<file path="config.mk">
export PLATFORM = sky130hd
export DESIGN_NAME = input_conditioner
export DESIGN_NICKNAME = d
export VERILOG_FILES = /design/src/rtl/input_cond_pkg.sv /design/src/rtl/input_conditioner_channel.sv /design/src/rtl/input_conditioner.sv
export SDC_FILE = /design/constraint.sdc
export NUM_CORES = 1
export LEC_CHECK = 0
export ABC_AREA = 1
export CAP_MARGIN = 0
export CORE_ASPECT_RATIO = 1.1
export CORE_MARGIN = 1.5
export CORE_UTILIZATION = 56
export DETAILED_ROUTE_END_ITERATION = 10
export PLACE_DENSITY = 0.78
export SLEW_MARGIN = 0
export SYNTH_ARGS = -nofsm -noshare
export SYNTH_HDL_FRONTEND = slang
export SYNTH_HIERARCHICAL = 1
export SYNTH_SLANG_ARGS = --single-unit
</file>
<file path="constraint.sdc">
create_clock -name i_clock_50mhz -period 1.4 [get_ports i_clock_50mhz]
set_input_delay 0.28 -clock i_clock_50mhz [delete_from_list [all_inputs] [get_ports i_clock_50mhz]]
set_output_delay 0.28 -clock i_clock_50mhz [all_outputs]
set_load 0.02 [all_outputs]
</file>
<file path="src/rtl/input_cond_pkg.sv">
// input_cond_pkg: shared debounce state encoding and channel limit for the input conditioner.
package input_cond_pkg;
  typedef enum logic [1:0] {RELEASED, PRESS_WAIT, PRESSED, RELEASE_WAIT} debounce_state_t;
  localparam int MaxChannels = 8;
endpackage

</file>
<file path="src/rtl/input_conditioner_channel.sv">
// debounce_channel: one input channel - 2-flop sync, debounce FSM, press/release pulses, toggle.
// Auto-repeat of o_press while held is compiled in only when INPUT_AUTOREPEAT_EN is defined.
module debounce_channel
  import input_cond_pkg::*;
#(
  parameter int DebounceCycles = 500000
`ifdef INPUT_AUTOREPEAT_EN
  ,
  parameter int RepeatDelay = 25000000,
  parameter int RepeatPeriod = 5000000
`endif
) (
  input  logic clk,
  input  logic rst,
  input  logic in_i,
  output logic level_o,
  output logic press_o,
  output logic release_o,
  output logic toggle_o
);
  localparam int CntW = $clog2(DebounceCycles);
  localparam logic [CntW-1:0] CntMax = CntW'(DebounceCycles - 1);
  logic [1:0] sync_q;
  logic [CntW-1:0] cnt_q;
  debounce_state_t state_q;
  logic level_q, press_q, release_q, toggle_q;
`ifdef INPUT_AUTOREPEAT_EN
  localparam int RepMax = (RepeatDelay > RepeatPeriod) ? RepeatDelay : RepeatPeriod;
  localparam int RepW = (RepMax > 1) ? $clog2(RepMax) : 1;
  localparam logic [RepW-1:0] RepDly = RepW'(RepeatDelay - 1);
  localparam logic [RepW-1:0] RepPer = RepW'(RepeatPeriod - 1);
  logic [RepW-1:0] rep_q;
  logic rpt_q;
`endif
  // sync_q[1] is the synchronized sample the FSM acts on
  always_ff @(posedge clk) begin
    if (rst) begin
      sync_q    <= '0;
      cnt_q     <= '0;
      state_q   <= RELEASED;
      level_q   <= 1'b0;
      press_q   <= 1'b0;
      release_q <= 1'b0;
      toggle_q  <= 1'b0;
`ifdef INPUT_AUTOREPEAT_EN
      rep_q     <= '0;
      rpt_q     <= 1'b0;
`endif
    end else begin
      sync_q    <= {sync_q[0], in_i};
      press_q   <= 1'b0;
      release_q <= 1'b0;
      case (state_q)
        RELEASED: begin
          if (sync_q[1]) begin
            state_q <= PRESS_WAIT;
            cnt_q   <= '0;
          end
        end
        PRESS_WAIT: begin
          if (!sync_q[1]) state_q <= RELEASED;
          else if (cnt_q == CntMax) begin
            state_q  <= PRESSED;
            level_q  <= 1'b1;
            press_q  <= 1'b1;
            toggle_q <= ~toggle_q;
`ifdef INPUT_AUTOREPEAT_EN
            rep_q    <= '0;
            rpt_q    <= 1'b0;
`endif
          end else cnt_q <= cnt_q + 1'b1;
        end
        PRESSED: begin
          if (!sync_q[1]) begin
            state_q <= RELEASE_WAIT;
            cnt_q   <= '0;
          end
`ifdef INPUT_AUTOREPEAT_EN
          else if (rep_q == (rpt_q ? RepPer : RepDly)) begin
            press_q <= 1'b1;
            rep_q   <= '0;
            rpt_q   <= 1'b1;
          end else rep_q <= rep_q + 1'b1;
`endif
        end
        RELEASE_WAIT: begin
          if (sync_q[1]) begin
            state_q <= PRESSED;
`ifdef INPUT_AUTOREPEAT_EN
            rep_q   <= '0;
            rpt_q   <= 1'b0;
`endif
          end else if (cnt_q == CntMax) begin
            state_q   <= RELEASED;
            level_q   <= 1'b0;
            release_q <= 1'b1;
          end else cnt_q <= cnt_q + 1'b1;
        end
        default: state_q <= RELEASED;
      endcase
    end
  end
  assign level_o   = level_q;
  assign press_o   = press_q;
  assign release_o = release_q;
  assign toggle_o  = toggle_q;
endmodule

</file>
<file path="src/rtl/input_conditioner.sv">
// input_conditioner: polarity fix-up and packing of per-channel debouncers for board keys.
// Optional auto-repeat via INPUT_AUTOREPEAT_EN.
module input_conditioner
  import input_cond_pkg::*;
#(
  parameter int Channels = 4,
  parameter bit ActiveLow = 1'b1,
  parameter int DebounceCycles = 500000,
  parameter int RepeatDelay = 25000000,
  parameter int RepeatPeriod = 5000000
) (
  input  logic                i_clock_50mhz,
  input  logic                i_reset,
  input  logic [Channels-1:0] i_pins,
  output logic [Channels-1:0] o_level,
  output logic [Channels-1:0] o_press,
  output logic [Channels-1:0] o_release,
  output logic [Channels-1:0] o_toggle
);
  if (Channels < 1 || Channels > MaxChannels || DebounceCycles < 2 || RepeatDelay < 1 ||
      RepeatPeriod < 1) begin : g_bad_params
    $error("input_conditioner: parameter out of range");
  end
  logic [Channels-1:0] pressed_raw;
  assign pressed_raw = i_pins ^ {Channels{ActiveLow}};
  for (genvar g = 0; g < Channels; g++) begin : g_ch
    debounce_channel #(
      .DebounceCycles(DebounceCycles)
`ifdef INPUT_AUTOREPEAT_EN
      ,
      .RepeatDelay(RepeatDelay),
      .RepeatPeriod(RepeatPeriod)
`endif
    ) u_ch (
      .clk      (i_clock_50mhz),
      .rst      (i_reset),
      .in_i     (pressed_raw[g]),
      .level_o  (o_level[g]),
      .press_o  (o_press[g]),
      .release_o(o_release[g]),
      .toggle_o (o_toggle[g])
    );
  end
endmodule

</file>
==> results.json <==
{
  "status": "finished, violations left",
  "violations": "negative setup slack",
  "ioPinCount": 22,
  "slew_headroom_pct": 68.3,
  "finalWirelength_mm": 21.5,
  "synth_nets": 1006,
  "grt_first_pass_wirelength_mm": 29.6,
  "yosysSeqAreaShare_pct": 34.4,
  "syn_area_per_cell_sq_um": 6.31,
  "leakage_nw": 3.86,
  "rsz0062_at_grt": "yes",
  "dieArea_sq_um": 11900,
  "insertion_delay_ps": 360,
  "portBuffers": 21,
  "power_density_nw_per_um2": 630,
  "grt_max_degree": 19,
  "report.final.slew_viol_count": 0,
  "layout_setup_ws_ps": -191,
  "cp_cell_sequence": "inv_1 > nand2_1 > nor3_1 > nand3_2 > nand2_2 > inv_1 > nor2_1 > nor2_1",
  "slowest_stage": "nor3_1",
  "diodes": 0,
  "ctsLongestPathBuffers": 2,
  "worst_path_largest_cell_delay_ps": 420,
  "yosysTopAreaCell": "dfxtp_1",
  "synth.most_common_cell": "nand2_1",
  "clock-sinks": 108,
  "cp_data_required_time_ps": 1650,
  "path_class": "reg2reg",
  "drive_gt1_share_pct": 41.6,
  "critical_path.top_delay_family": "simple AND/OR/NAND/NOR gates",
  "tightest_slew_ps": 472,
  "critPathCaptureType": "flip-flop",
  "drt_iter0_drc": 835,
  "hold_viol": 0,
  "routed_via_density": 5.66,
  "fin_cells": 1336,
  "cts_buffers": 9,
  "cts_tree": "yes",
  "die-height_um": 114,
  "htreeDepth": 3,
  "seqPwrFrac_pct": 52.8,
  "dp.cells": 1288,
  "finalPower_mw": 5.85,
  "path_max_fanout": 2,
  "clockPowerShare_pct": 41.3,
  "antenna_found_initial": 0,
  "synth_area_leaders": "dfxtp_1 (34%), nand2_1 (16%), nand3_1 (9.9%), nor2_1 (9.3%), inv_1 (6.9%)",
  "vdd_ir_drop_max_mv": 0.763,
  "synth_edf_count": 0,
  "combPwrFrac_pct": 6.0,
  "power_switching_mw": 1.43,
  "start_kind": "flip-flop",
  "period_share_pct": 114,
  "synthFlopType": "dfxtp_1",
  "grt-ovfl-total": 0,
  "wl_per_cell_um": 16.1,
  "cap_violations": 0,
  "ys_ff_latch": 108,
  "switching_share_pct": 24.5,
  "hold_slack_ps": 401,
  "first_pass_iters": 5,
  "gr-usage-all-layers_pct": 30.2,
  "netlist_instances": 996,
  "path_clk_slew_ps": 80,
  "yosys-top-cells-count": "nand2_1 (272), nor2_1 (156), nand3_1 (124)",
  "cts_hold_buf": 0,
  "finalSetupViolCount": 67,
  "fp.dieW_um": 104,
  "yosys.cell_types.count": 25,
  "synth_top_area_share_pct": 34.4,
  "async_flop_share_pct": 0,
  "hpwl_mm": 12.1,
  "fin_crit_ps": 1590,
  "rows": 40,
  "first_global_vias": 6659,
  "critPathBufInv": 2,
  "area_growth_pct": 47.7,
  "yosysWarnings": 6,
  "synth_area_sq_um": 6290,
  "vias": 7559,
  "initial_core_util_pct": 57.6,
  "fin_skew_ps": 13.6,
  "ctsRootBufferMaster": "clkbuf_16",
  "final_antenna_net_count": 0,
  "cp.arrival_ps": 1840,
  "nets": 1194,
  "fmax_ghz": 0.629,
  "internal_power_mw": 4.42,
  "place_congestion": 0.929,
  "hp-class": "reg2reg",
  "setup_tns_ps": -4970,
  "drc": 0,
  "core_area_sq_um": 10900
}
## worst reg2reg max path, stage by stage (launching register included)
cell and delay (ps):
dfxtp_1 330, inv_1 90, nand2_1 90, nor3_1 420, nand3_2 200, nand2_2 130
inv_1 80, nor2_1 110, nor2_1 60
## area by class of cell
class | instances | area (sq um)
multi-input cells | 741 | 4470
inverters | 124 | 468
clock buffers | 11 | 233
repair buffers | 200 | 1660
clock inverters | 5 | 36.3
fillers | 598 | 1630
well taps | 147 | 184
flip-flops and latches | 108 | 2230
## cell usage in the layout (no fill, tap or decap), types with 4 or more instances in the layout
cell | synthesis | layout
o21ai_1 | 8 | 12
nand2_8 | 0 | 4
nand2_4 | 4 | 8
inv_1 | 116 | 99
o22ai_1 | 4 | 4
dlygate4sd2_1 | 0 | 16
clkdlybuf4s50_1 | 0 | 4
a21oi_2 | 20 | 29
inv_2 | 8 | 24
buf_4 | 0 | 157
o21ai_0 | 16 | 7
clkbuf_16 | 0 | 9
a21oi_1 | 20 | 11
xor2_1 | 20 | 20
dfxtp_2 | 0 | 43
nor2_1 | 156 | 114
nor2_4 | 0 | 32
nor2_2 | 16 | 26
nand2_1 | 272 | 214
nor3_2 | 0 | 11
nand4_1 | 36 | 36
nand3b_1 | 8 | 8
nor3_1 | 20 | 6
nand3_2 | 0 | 37
nand3_4 | 4 | 10
nand2_2 | 4 | 55
o21ai_2 | 0 | 5
dfxtp_1 | 108 | 60
buf_12 | 0 | 5
buf_6 | 4 | 15
dfxtp_4 | 0 | 5
nand3_1 | 124 | 81
ha_4 | 0 | 4
or2_2 | 4 | 4
## kinds of logic (layout without fill, tap and decap cells)
group / count (synthesis) / in the layout / synth area share (%)
simple gates: 648 / 649 / 45.8
buf+inv: 148 / 340 / 9.55
flops: 108 / 108 / 34.4
compound gates: 68 / 68 / 6.69
xor+xnor: 20 / 20 / 2.79
fa+ha+maj: 4 / 4 / 0.796
## routing by layer
layer / GRT usage [%] / share of wire (%) / vias up
met1: 37.3 / 39 / 3488
li1: - / - / 3562
met2: 53.0 / 50 / 396
met3: 3.93 / 6.7 / 113
met5: 0 / 0 / -
met4: 13.1 / 4.7 / 0
## repair_timing
action	in CTS	in global routing
buffers inserted	15	14
pin swaps	36	78
endpoints found under the setup margin	100	92
resized for setup	123	221
gates cloned	1	2
## metrics by stage
step                      area (sq um)  setup slack (ps)  utilization (%)
after floorplan                   6310              8.02                -
after global placement            7720             -82.9             70.8
after detailed placement          7720              -158             70.8
after CTS                         8430             -33.7             77.2
after global routing              9290              -263             85.1
final                             9290              -191             85.1
## sequential cells by signal, indices dropped and copies added, names as in the netlist, named ones only
register and flops:
g_ch.u_ch/sync_q 8, g_ch.u_ch/cnt_q 76, g_ch.u_ch/state_q 4, g_ch.u_ch/press_o 4, g_ch.u_ch/release_o 4, g_ch.u_ch/toggle_o 4, g_ch.u_ch/level_o 4
## final timing paths
path                          startpoint                     end  slack, ps  cells past startpoint
setup / recovery   g_ch[1].u_ch/cnt_q[9]   g_ch[1].u_ch/cnt_q[0]       -190                      8
hold / removal    g_ch[2].u_ch/sync_q[0]  g_ch[2].u_ch/sync_q[1]        400                      2
setup reg to reg   g_ch[1].u_ch/cnt_q[9]   g_ch[1].u_ch/cnt_q[0]       -190                      8
hold reg to reg   g_ch[2].u_ch/sync_q[0]  g_ch[2].u_ch/sync_q[1]        400                      2
## power by group through the flow
stage          sequential (mW)  clock [mW]  combinational, mW
6_report                  3.09        2.41              0.349
2_1_floorplan             3.16           0              0.174
3_3_place_gp              3.17           0              0.279
3_5_place_dp              3.17           0              0.282
5_1_grt                   3.09        2.58              0.373
4_1_cts                   3.09        2.44              0.303
No activity file was read; power rests on OpenSTA's default activity.
